## config.mk

```make
export PLATFORM = sky130hd
export DESIGN_NAME = pipe_hazard_ctrl
export DESIGN_NICKNAME = d
export VERILOG_FILES = /design/src/rtl/pipe_hazard_ctrl.sv
export SDC_FILE = /design/constraint.sdc
export NUM_CORES = 1
export LEC_CHECK = 0
export ABC_CLOCK_PERIOD_IN_PS = 2800
export BUFFER_PORTS_ARGS = -buffer_cell sky130_fd_sc_hd__buf_2
export CAP_MARGIN = 20
export CORE_UTILIZATION = 29
export DETAILED_ROUTE_END_ITERATION = 16
export GPL_TIMING_DRIVEN = 0
export SLEW_MARGIN = 20
export SYNTH_ARGS = -nofsm -noshare
export SYNTH_HDL_FRONTEND = slang
export SYNTH_SLANG_ARGS = --single-unit
```

## constraint.sdc

```tcl
create_clock -name clk -period 2.8 [get_ports clk]
set_input_delay 0.28 -clock clk [delete_from_list [all_inputs] [get_ports clk]]
set_output_delay 0.28 -clock clk [all_outputs]
set_load 0.05 [all_outputs]
```

## src/rtl/pipe_hazard_ctrl.sv

```systemverilog
// rtl/pipe_hazard_ctrl.sv - MIPS pipeline hazard/forwarding controller with MEM-stage access sequencer (optional PIPE_PERF_CNT_EN)
module pipe_hazard_ctrl #(
  parameter int unsigned MAX_WAIT = 16
) (
  input  logic       clk,
  input  logic       reset,
  input  logic [4:0] ID_rs,
  input  logic [4:0] ID_rt,
  input  logic       ID_UsesRt,
  input  logic [4:0] EX_rs,
  input  logic [4:0] EX_rt,
  input  logic       EX_RegWrite,
  input  logic       EX_MemToReg,
  input  logic [4:0] EX_WriteReg,
  input  logic       EX_BranchTaken,
  input  logic       MEM_RegWrite,
  input  logic       MEM_MemToReg,
  input  logic       MEM_MemWrite,
  input  logic [4:0] MEM_WriteReg,
  input  logic [4:0] WB_WriteReg,
  input  logic       WB_RegWrite,
  input  logic       dmem_ready,
  output logic       dmem_req,
  output logic       dmem_timeout,
  output logic       PC_Stall,
  output logic       IF_ID_Stall,
  output logic       ID_EX_Stall,
  output logic       EX_MEM_Stall,
  output logic       IF_ID_Flush,
  output logic       ID_EX_Flush,
  output logic       MEM_WB_Flush,
  output logic [1:0] Forward_A,
  output logic [1:0] Forward_B
`ifdef PIPE_PERF_CNT_EN
  ,
  output logic [31:0] perf_lu_stall,
  output logic [31:0] perf_mem_stall,
  output logic [31:0] perf_flush
`endif
);

  typedef enum logic [1:0] {
    ST_RUN       = 2'd0,
    ST_MEM_WAIT  = 2'd1,
    ST_TIMED_OUT = 2'd2
  } state_t;

  localparam logic [7:0] LP_MAX_WAIT = 8'(MAX_WAIT);

  state_t     r_state;
  state_t     w_state_next;
  logic [7:0] r_wait_cnt;
  logic [7:0] w_wait_cnt_next;
  logic [7:0] w_wait_cnt_inc;
  logic       r_timeout;
  logic       w_set_timeout;

  logic       w_acc;
  logic       w_mem_stall;
  logic       w_load_use;
  logic       w_lu_stall;
  logic       w_br_flush;
  logic [1:0] w_fwd_a;
  logic [1:0] w_fwd_b;

  assign w_acc          = MEM_MemToReg | MEM_MemWrite;
  assign w_mem_stall    = w_acc & ~dmem_ready & (r_state != ST_TIMED_OUT);
  assign w_wait_cnt_inc = r_wait_cnt + 8'd1;
  assign dmem_timeout   = r_timeout;

  // Hazard detection; a taken branch squashes the instruction a load-use stall would hold
  always_comb begin
    w_load_use = EX_MemToReg & EX_RegWrite & (EX_WriteReg != 5'd0) &
                 ((EX_WriteReg == ID_rs) | (ID_UsesRt & (EX_WriteReg == ID_rt)));
    w_br_flush = EX_BranchTaken & ~w_mem_stall;
    w_lu_stall = w_load_use & ~w_mem_stall & ~EX_BranchTaken;
  end

  // Operand forwarding: the younger MEM-stage ALU result beats the WB-stage value
  always_comb begin
    w_fwd_a = 2'b00;
    w_fwd_b = 2'b00;
    if (MEM_RegWrite & ~MEM_MemToReg & (MEM_WriteReg != 5'd0) & (MEM_WriteReg == EX_rs)) begin
      w_fwd_a = 2'b10;
    end else if (WB_RegWrite & (WB_WriteReg != 5'd0) & (WB_WriteReg == EX_rs)) begin
      w_fwd_a = 2'b01;
    end
    if (MEM_RegWrite & ~MEM_MemToReg & (MEM_WriteReg != 5'd0) & (MEM_WriteReg == EX_rt)) begin
      w_fwd_b = 2'b10;
    end else if (WB_RegWrite & (WB_WriteReg != 5'd0) & (WB_WriteReg == EX_rt)) begin
      w_fwd_b = 2'b01;
    end
  end

  // Memory sequencer next state: count wait cycles, give up after MAX_WAIT stalls
  always_comb begin
    w_state_next    = r_state;
    w_wait_cnt_next = r_wait_cnt;
    w_set_timeout   = 1'b0;
    case (r_state)
      ST_RUN: begin
        if (w_acc & ~dmem_ready) begin
          w_wait_cnt_next = 8'd1;
          if (LP_MAX_WAIT <= 8'd1) begin
            w_state_next  = ST_TIMED_OUT;
            w_set_timeout = 1'b1;
          end else begin
            w_state_next = ST_MEM_WAIT;
          end
        end
      end
      ST_MEM_WAIT: begin
        if (dmem_ready) begin
          w_state_next    = ST_RUN;
          w_wait_cnt_next = 8'd0;
        end else begin
          w_wait_cnt_next = w_wait_cnt_inc;
          if (w_wait_cnt_inc >= LP_MAX_WAIT) begin
            w_state_next  = ST_TIMED_OUT;
            w_set_timeout = 1'b1;
          end
        end
      end
      ST_TIMED_OUT: begin
        w_state_next    = ST_RUN;
        w_wait_cnt_next = 8'd0;
      end
      default: begin
        w_state_next    = ST_RUN;
        w_wait_cnt_next = 8'd0;
      end
    endcase
  end

  // Sequencer state, wait counter and sticky timeout flag
  always_ff @(posedge clk or posedge reset) begin
    if (reset) begin
      r_state    <= ST_RUN;
      r_wait_cnt <= 8'd0;
      r_timeout  <= 1'b0;
    end else begin
      r_state    <= w_state_next;
      r_wait_cnt <= w_wait_cnt_next;
      if (w_set_timeout) begin
        r_timeout <= 1'b1;
      end
    end
  end

  // Pipeline controls; reset forces bubbles everywhere and no stalls
  always_comb begin
    PC_Stall     = 1'b0;
    IF_ID_Stall  = 1'b0;
    ID_EX_Stall  = 1'b0;
    EX_MEM_Stall = 1'b0;
    IF_ID_Flush  = 1'b1;
    ID_EX_Flush  = 1'b1;
    MEM_WB_Flush = 1'b1;
    dmem_req     = 1'b0;
    Forward_A    = 2'b00;
    Forward_B    = 2'b00;
    if (!reset) begin
      PC_Stall     = w_mem_stall | w_lu_stall;
      IF_ID_Stall  = w_mem_stall | w_lu_stall;
      ID_EX_Stall  = w_mem_stall;
      EX_MEM_Stall = w_mem_stall;
      IF_ID_Flush  = w_br_flush;
      ID_EX_Flush  = w_br_flush | w_lu_stall;
      MEM_WB_Flush = w_mem_stall;
      dmem_req     = w_acc & (r_state != ST_TIMED_OUT);
      Forward_A    = w_fwd_a;
      Forward_B    = w_fwd_b;
    end
  end

`ifdef PIPE_PERF_CNT_EN
  // Wrapping event counters for stall/flush profiling
  always_ff @(posedge clk or posedge reset) begin
    if (reset) begin
      perf_lu_stall  <= 32'd0;
      perf_mem_stall <= 32'd0;
      perf_flush     <= 32'd0;
    end else begin
      if (w_lu_stall) begin
        perf_lu_stall <= perf_lu_stall + 32'd1;
      end
      if (w_mem_stall) begin
        perf_mem_stall <= perf_mem_stall + 32'd1;
      end
      if (w_br_flush) begin
        perf_flush <= perf_flush + 32'd1;
      end
    end
  end
`endif

endmodule

```

Word-level counts from Yosys, hierarchy flattened
Cells that the tools add are included.
{"block": "totals", "register_bits": 11, "input_bits": 46, "elab_cells": 67, "output_inout_bits": 13}
{"block": "classes", "add_sub_neg": 1, "reduce_logical": 5, "bitwise_logic": 25, "n_mux": 22, "n_lt_le_gt_ge": 1, "n_eq_ne": 10}
{"cell": "5-bit == test", "n": 6}
{"cell": "1-bit AND", "n": 17}
{"cell": "8-bit 2-to-1 mux", "n": 2}
{"cell": "8-bit one-hot mux with 2 select lines", "n": 1}
{"cell": "5-bit nonzero test", "n": 3}
{"cell": "2-bit 2-to-1 mux", "n": 7}
{"cell": "1-bit 2-to-1 mux", "n": 11}
{"cell": "8-bit by 1-bit adder with 8-bit output, second input constant", "n": 1}
{"cell": "8-bit by 5-bit >= comparator with 1-bit output, second input constant", "n": 1}
{"cell": "2-bit != test, second input constant", "n": 2}
{"cell": "1-bit NOT", "n": 4}
{"cell": "1-bit OR", "n": 4}
{"cell": "2-bit one-hot mux with 2 select lines", "n": 1}
{"cell": "3-bit != test, second input constant", "n": 1}
{"cell": "2-bit by 1-bit == test with 1-bit output, second input constant", "n": 1}
{"cell": "2-bit logical NOT", "n": 1}
{"cell": "2-bit AND reduction", "n": 1}

Depth between registers and ports, before layout
Gate-level depths: netlist of run 1.
{"block": "logic_depth", "ltp_word": 8, "ltp_mapped": 6}

Worst setup path before layout of run 1
No wires, ideal clock.
{"block": "synth_timing", "path_kind": "input to output", "startpoint": "input port EX_WriteReg[2]", "endpoint": "output port PC_Stall", "t_required_ns": 2.520, "path_buffers": 1, "path_slack_ns": 0.519, "arrival_ns": 2.001, "path_stages": 5, "cell_sequence": "xor2_1 nor4_1 a32oi_1 o22ai_1 buf_4"}
{"block": "synth_via", "elab_chain_cells": 8, "word_cells_on_any_way": 11, "classes_between": "2 x eq/ne; 1 x mux; 7 x bitwise; 1 x reduce/logical"}
{"element": "start: declaration", "line": "14", "source": "input logic [4:0] EX_WriteReg,"}
{"element": "5-bit == test", "line": "74", "source": "((EX_WriteReg == ID_rs) | (ID_UsesRt & (EX_WriteReg == ID_rt)));"}
{"element": "1-bit AND", "line": "74"}
{"element": "1-bit OR", "line": "74"}
{"element": "1-bit AND *", "line": "73", "source": "w_load_use = EX_MemToReg & EX_RegWrite & (EX_WriteReg != 5'd0) &"}
{"element": "1-bit AND * (2 in series)", "line": "76", "source": "w_lu_stall = w_load_use & ~w_mem_stall & ~EX_BranchTaken;"}
{"element": "1-bit OR *"}
{"element": "1-bit 2-to-1 mux *"}
{"element": "end: declaration", "line": "25", "source": "output logic PC_Stall,"}
Mark *: on every way between the ends. The rest lies on a longest branch, timed or not.

Worst setup path after layout of run 1
{"block": "layout_timing", "startpoint": "input port MEM_WriteReg[1]", "endpoint": "output port Forward_B[0]"}
{"block": "layout_via", "elab_chain_cells": 5, "word_cells_on_any_way": 6, "classes_between": "1 x eq/ne; 2 x mux; 2 x bitwise; 1 x reduce/logical"}
{"element": "start: declaration", "line": "19", "source": "input logic [4:0] MEM_WriteReg,"}
{"element": "5-bit nonzero test", "line": "88", "source": "if (MEM_RegWrite & ~MEM_MemToReg & (MEM_WriteReg != 5'd0) & (MEM_WriteReg == EX_rt)) begin"}
{"element": "1-bit AND", "line": "88"}
{"element": "1-bit AND *", "line": "88"}
{"element": "2-bit 2-to-1 mux *", "line": "88"}
{"element": "2-bit 2-to-1 mux *", "line": "162", "source": "if (!reset) begin"}
{"element": "end: declaration", "line": "33", "source": "output logic [1:0] Forward_B"}
Marked as above.

==> results.md, run 1 <==
* Nets at 236
* Shortest period the worst path allows at 2.03 ns
* Post-CTS Setup Bufs at 0
* PortBufs at 58
* Crit start category: input port
* Die X at 62.7 um
* Clock root buffer: clkbuf_8
* Final Wtd Congestion at 0.765
* Antenna Cells at 0
* Synthesis-stage register bit count at 11
* Num ports at 59
* Final Util at 42.5%
* CP Capture Type: output pin
* Status: complete, no violations
* Initial core utilization at 31.0%
* Final setup fails at 0
* Max Root-Sink Buffers at 2
* Max-cap violations at 0
* Initial antenna violation count at 0
* PwrDens at 426 nW/um2
* FP Rows at 21
* Mean post-synth cell area at 8.47 um2
* CP max FO at 3
* Die area at 3930 um2
* Unrepaired setup endpoints after global routing: false
* Half-perimeter wire length after placement at 2230 um
* Mapped Cells at 126
* Clock skew at 0.00536 ns
* Hold Violations, Final at 0
* DR vias at 1,117
* Drt drc at 0
* Largest net degree at the start of global routing at 16
* Setup TNS at 0 ns
* Worst vdd ir at 0.264 mV
* 1st-iter DRT viols at 13
* Cell Area, Synth at 1070 um2
* CTS tree: yes
* CTS Sinks at 11
* HP Class: in2async
* FMAX at 493 MHz
* Clock slew at reported path FFs at 0.06 ns
* Met3 Wirelength at 206 um
* Core region area at 3440 um2
* Met2 routed WL at 1240 um
* Pins Over Slew Limit at 0
* Synth cell types at 41
* Drt wl/cell at 11.7 um
* Total wire length at 2740 um
* GR Overflow Total at 0
* Top Metal Used: met4
* YS warnings at 0
* Area Overhead vs Synth at 36.9%
* Hold-fix buffers, CTS at 0
* Critical path class: in2out
* P_int at 0.000385 W
* Net switching power at 0.000237 W
* Leakage Power at 0.687 nW
* CP required at 2.52 ns
* Leading cell type in the layout, fill and taps excluded: buf_2
* Slew headroom at 48.6%
* Wire length on met1 at 1250 um
* Least-Margin Pin Slew at 0.766 ns
* Via/cell ratio at 4.77
* Critical Path AT at 1.75 ns
* Htree depth at 1
* Mapped Nets at 173
* EDFF count, synth at 0
* Number of iterations in the first detailed-routing pass at 4
* Final Power at 0.000623 W
* Ys async rst share at 100%
* Ys flop type: dfrtp_1
* Layout cell share with drive strength beyond 1 at 38.8%
* Number of gates resized after cts at 0
* Reg power frac at 33.5%
* Final Cycle Share at 72.4%
* Clock Power Share at 26.6%
* Switching Fraction at 38.1%
* Total CTS buffers at 3
* GRT Total Usage at 14.6%
* First-pass GRT wire length at 4570 um
* Most frequent cells in the layout: buf_2 (59), xor2_1 (17), xnor2_1 (13)
* Die Y-Extent at 62.7 um
* Hold Slack at 0.114 ns
* Latest clock arrival within the worst-skew pair at 0.25 ns
* Fill cell count at 376
* Sequential fraction of the synthesis area at 25.8%
* Vias in the first global route at 1,041
* Routed Antenna Nets at 0
* Logic pwr share at 39.9%
-- cell type report --
| type | instances | area, um2 | share of cell area (%) |
|---|---|---|---|
| Buffer | 4 | 23.8 | 1.63 |
| Tap cell | 46 | 57.6 | 3.94 |
| Multi-Input combinational cell | 107 | 753 | 51.5 |
| Sequential cell | 11 | 275 | 18.8 |
| Timing Repair Buffer | 58 | 290 | 19.9 |
| Clock inverter | 1 | 5.00 | 0.342 |
| Clock buffer | 3 | 41.3 | 2.83 |
| Inverter | 4 | 15.0 | 1.03 |
-- sequential cells by signal, indices dropped and copies added, names as in the netlist --
register and count:
r_wait_cnt 8, dmem_timeout 1, r_state 2
-- worst max-delay path, cell delays in order --
cell and delay (ns):
buf_2 0.12, or4_1 0.53, o21ai_2 0.15, nor4_1 0.09, nor4_2 0.27, buf_2 0.30
-- final timing paths --
kind | end | slack [ns] | from | cells after the start
worst max-delay path | Forward_B[0] | 0.77 | MEM_WriteReg[1] | 6
worst min-delay path | r_wait_cnt[0]$_DFFE_PP0P_ | 0.11 | reset | 2
worst max register to register | dmem_timeout$_DFFE_PP0P_ | 1.07 | r_wait_cnt[0]$_DFFE_PP0P_ | 6
worst min register to register | dmem_timeout$_DFFE_PP0P_ | 0.47 | dmem_timeout$_DFFE_PP0P_ | 1
max in group asynchronous | r_wait_cnt[3]$_DFFE_PP0P_ | 2.33 | reset | 2
min in group clk | r_wait_cnt[0]$_DFFE_PP0P_ | 0.35 | dmem_ready | 3
-- Yosys cell counts, types with 3 or more instances --
| library cell | instances | share of area, % |
|---|---|---|
| a22o_1 | 3 | 2.5 |
| inv_1 | 4 | 1.4 |
| nand4_1 | 4 | 2.3 |
| o21ai_0 | 7 | 3.3 |
| or4_1 | 3 | 2.1 |
| nor4_1 | 3 | 1.8 |
| xor2_1 | 17 | 14 |
| a21oi_1 | 3 | 1.4 |
| nand2_1 | 8 | 2.8 |
| xnor2_1 | 13 | 11 |
| nor2_1 | 8 | 2.8 |
| dfrtp_1 | 11 | 26 |
| nor3_1 | 4 | 1.9 |
| or2_2 | 3 | 1.8 |
| nand3_1 | 3 | 1.4 |
-- power groups by stage --
stage	registers [W]	clock network, W	logic [W]
2_1_floorplan	0.000205	0	0.000169
3_3_place_gp	0.000211	0	0.000247
3_5_place_dp	0.000211	0	0.000251
4_1_cts	0.000209	0.000169	0.000252
5_1_grt	0.000215	0.000176	0.000281
6_report	0.000209	0.000165	0.000248
-- stage by stage --
stage / instances / area [um2] / worst slack, ns
after floorplan: 126 / 1070 / 0.519
after global placement: 230 / 1420 / 0.744
after detailed placement: 230 / 1420 / 0.754
after CTS: 234 / 1460 / 0.747
after global routing: 234 / 1460 / 0.626
final: 234 / 1460 / 0.774
-- routing by layer --
| layer | vias up | GRT usage (%) |
|---|---|---|
| met3 | 4 | 4.38 |
| li1 | 581 | - |
| met1 | 492 | 18.6 |
| met2 | 40 | 22.7 |
| met4 | 0 | 6.10 |
| met5 | - | 0 |
-- cells by family after synthesis --
group	synth area share, %
XOR/XNOR	24.6
buffers and inverters	3.63
AO/OA/AOI/OAI	19.9
flip-flops	25.8
multiplexers	0.938
AND/OR/NAND/NOR	23.9
adder cells (fa/ha/maj)	1.17
Note: power is estimated with default switching activity, not from simulation.
==> inputs of run 2 (changes only) <==
--- a/config.mk
+++ b/config.mk
@@ -5,7 +5,7 @@
 export SDC_FILE = /design/constraint.sdc
 export NUM_CORES = 1
 export LEC_CHECK = 0
-export ABC_CLOCK_PERIOD_IN_PS = 2800
+export ABC_CLOCK_PERIOD_IN_PS = 1900
 export BUFFER_PORTS_ARGS = -buffer_cell sky130_fd_sc_hd__buf_2
 export CAP_MARGIN = 20
 export CORE_UTILIZATION = 29
==> constraint.sdc (replaced) <==
create_clock -name clk -period 1.9 [get_ports clk]
set_input_delay 0.19 -clock clk [delete_from_list [all_inputs] [get_ports clk]]
set_output_delay 0.19 -clock clk [all_outputs]
set_load 0.05 [all_outputs]
==> run 2 against run 1 <==
Compared with the run above: worst hold slack better by 0.18 ns; design area increased by 4.1%; via count is 2.3% higher; critical path depth fell by 2; die area did not move; sequential share of layout area decreased by 0.74 points; power increased by 53%; largest cell class unchanged; register-to-register slack got worse by 0.92 ns; routed wire length is 5.2% higher; cell count increased by 0.85%; critical path type is now reg2out.
==> results.md, run 2 (synthesis gave the netlist of run 1 again) <==
* Status: complete, no violations
* CP max FO at 7
* Antenna Cells at 0
* Largest net degree at the start of global routing at 12
* Shortest period the worst path allows at 1.82 ns
* HP Class: in2reg
* Clock skew at 0.00437 ns
* Most frequent cells in the layout: buf_2 (57), xor2_1 (17), xnor2_1 (13)
* Num ports at 59
* Critical path class: reg2out
* Fill cell count at 364
* Nets at 238
* Drt wl/cell at 12.2 um
* Die Y-Extent at 62.7 um
* Drt drc at 0
* Hold_sp: dmem_ready
* 1st-iter DRT viols at 14
* Leading cell type in the layout, fill and taps excluded: buf_2
* Final Wtd Congestion at 0.862
* PortBufs at 58
* Hold Violations, Final at 0
* Final Power at 0.000950 W
* Sequential cell area at 275 um2
* Die area at 3930 um2
* Max Root-Sink Buffers at 2
* CP required at 1.71 ns
* Initial core utilization at 31.0%
* Area Overhead vs Synth at 42.6%
* CTS tree: yes
* Number of iterations in the first detailed-routing pass at 2
* Pins Over Slew Limit at 0
* Layout Cells excl Fill at 236
* Clock slew at reported path FFs at 0.05 ns
* Htree depth at 1
* Core region area at 3440 um2
* GR Overflow Total at 0
* Setup crit start: r_state[1]$_DFFE_PP0P_
* Routed Antenna Nets at 0
* FMAX at 551 MHz
* Crit start category: register
* Least-Margin Pin Slew at 0.806 ns
* Critical Path AT at 1.63 ns
* Crit path cell chain: a211o_4 -> a21o_1 -> o21bai_1 -> buf_4
* Vias in the first global route at 1,021
* PwrDens at 624 nW/um2
* Final setup fails at 0
* Layout cell share with drive strength beyond 1 at 41.1%
* Critical-path top delay cell: dfrtp_1
* First-pass GRT wire length at 4560 um
* Clock root buffer: clkbuf_8
* CTS Sinks at 11
* GRT Total Usage at 14.4%
* Via/cell ratio at 4.84
* Setup TNS at 0 ns
* Reg-to-Reg Start: r_wait_cnt[0]$_DFFE_PP0P_
* CP max stage delay at 0.45 ns
* Area occupied by multi-input gates at 788 um2
* DP Cell Count at 230
* CP Capture Type: output pin
* Total wire length at 2890 um
* Initial antenna violation count at 0
* Largest reg by FF count: r_wait_cnt
* Latest clock arrival within the worst-skew pair at 0.24 ns
* Die X at 62.7 um
* Total CTS buffers at 3
* Slew headroom at 45.9%
* FP Rows at 21
* Hold Slack at 0.294 ns
* DR vias at 1,143
* Final Cycle Share at 95.6%
* Leakage Power at 0.698 nW
* Worst vdd ir at 0.284 mV
* Max-cap violations at 0
* Unrepaired setup endpoints after global routing: false
* Half-perimeter wire length after placement at 2330 um
* Largest register FFs at 8
## run 2: changes by cell type in the layout (fill, tap and decap cells not counted), sizes merged
cell         delta
buf             +1
clkbuf          +1
clkinv          -1
clkinvlp        +1
dlygate4sd3     +1
inv             -1
## run 2: per-stage QoR
| step | setup slack, ns | area [um2] | util (%) |
|---|---|---|---|
| global route | 0.00378 | 1520 | 44.2 |
| floorplan | 0.0551 | 1090 | - |
| global placement | -0.0472 | 1440 | 41.9 |
| finish | 0.0836 | 1520 | 44.2 |
| detailed placement | -0.0462 | 1440 | 41.9 |
| CTS | 0.0102 | 1500 | 43.6 |
## run 2: area by class of cell
class                           instances  share of cell area, %
Multi-Input combinational cell        107                   51.8
Timing Repair Buffer                   60                   20.6
Sequential cell                        11                   18.1
Tap cell                               46                   3.78
Clock buffer                            4                   2.96
Buffer                                  4                   1.56
Inverter                                4                   1.23
## run 2: critical path, delay by kind of cell, from the launching register on
family	cells	cell delay (ns)
AO/OA/AOI/OAI	3	0.74
flip-flops	1	0.45
buffers and inverters	1	0.20
## run 2: worst paths after layout
check,end,slack [ns],depth (start not counted)
worst min-delay path,r_wait_cnt[0]$_DFFE_PP0P_,0.29,3
worst max-delay path,ID_EX_Flush,0.08,4
worst max register to register,dmem_timeout$_DFFE_PP0P_,0.15,6
worst min register to register,dmem_timeout$_DFFE_PP0P_,0.46,1
max in group asynchronous,r_wait_cnt[5]$_DFFE_PP0P_,0.90,3
min in group asynchronous,r_wait_cnt[0]$_DFFE_PP0P_,0.66,3
## run 2: what timing repair did
action,4_1_cts,5_1_grt
resized for setup,1,6
hold buffers,1,0
endpoints found under the setup margin,1,4
hold endpoints to repair,11,0
setup buffers,0,1
## run 2: power by group
part / internal, W / switching [W]
logic: 0.000173 / 0.000232
registers: 0.000270 / 0.0000390
clock network: 0.000147 / 0.0000897
## run 2: routing by layer
metal	vias up	routed length [um]	track usage, %
met3	5	172	3.83
met1	518	1360	19.0
met5	-	0	0
met2	34	1320	22.6
li1	586	-	-
met4	0	32	4.36
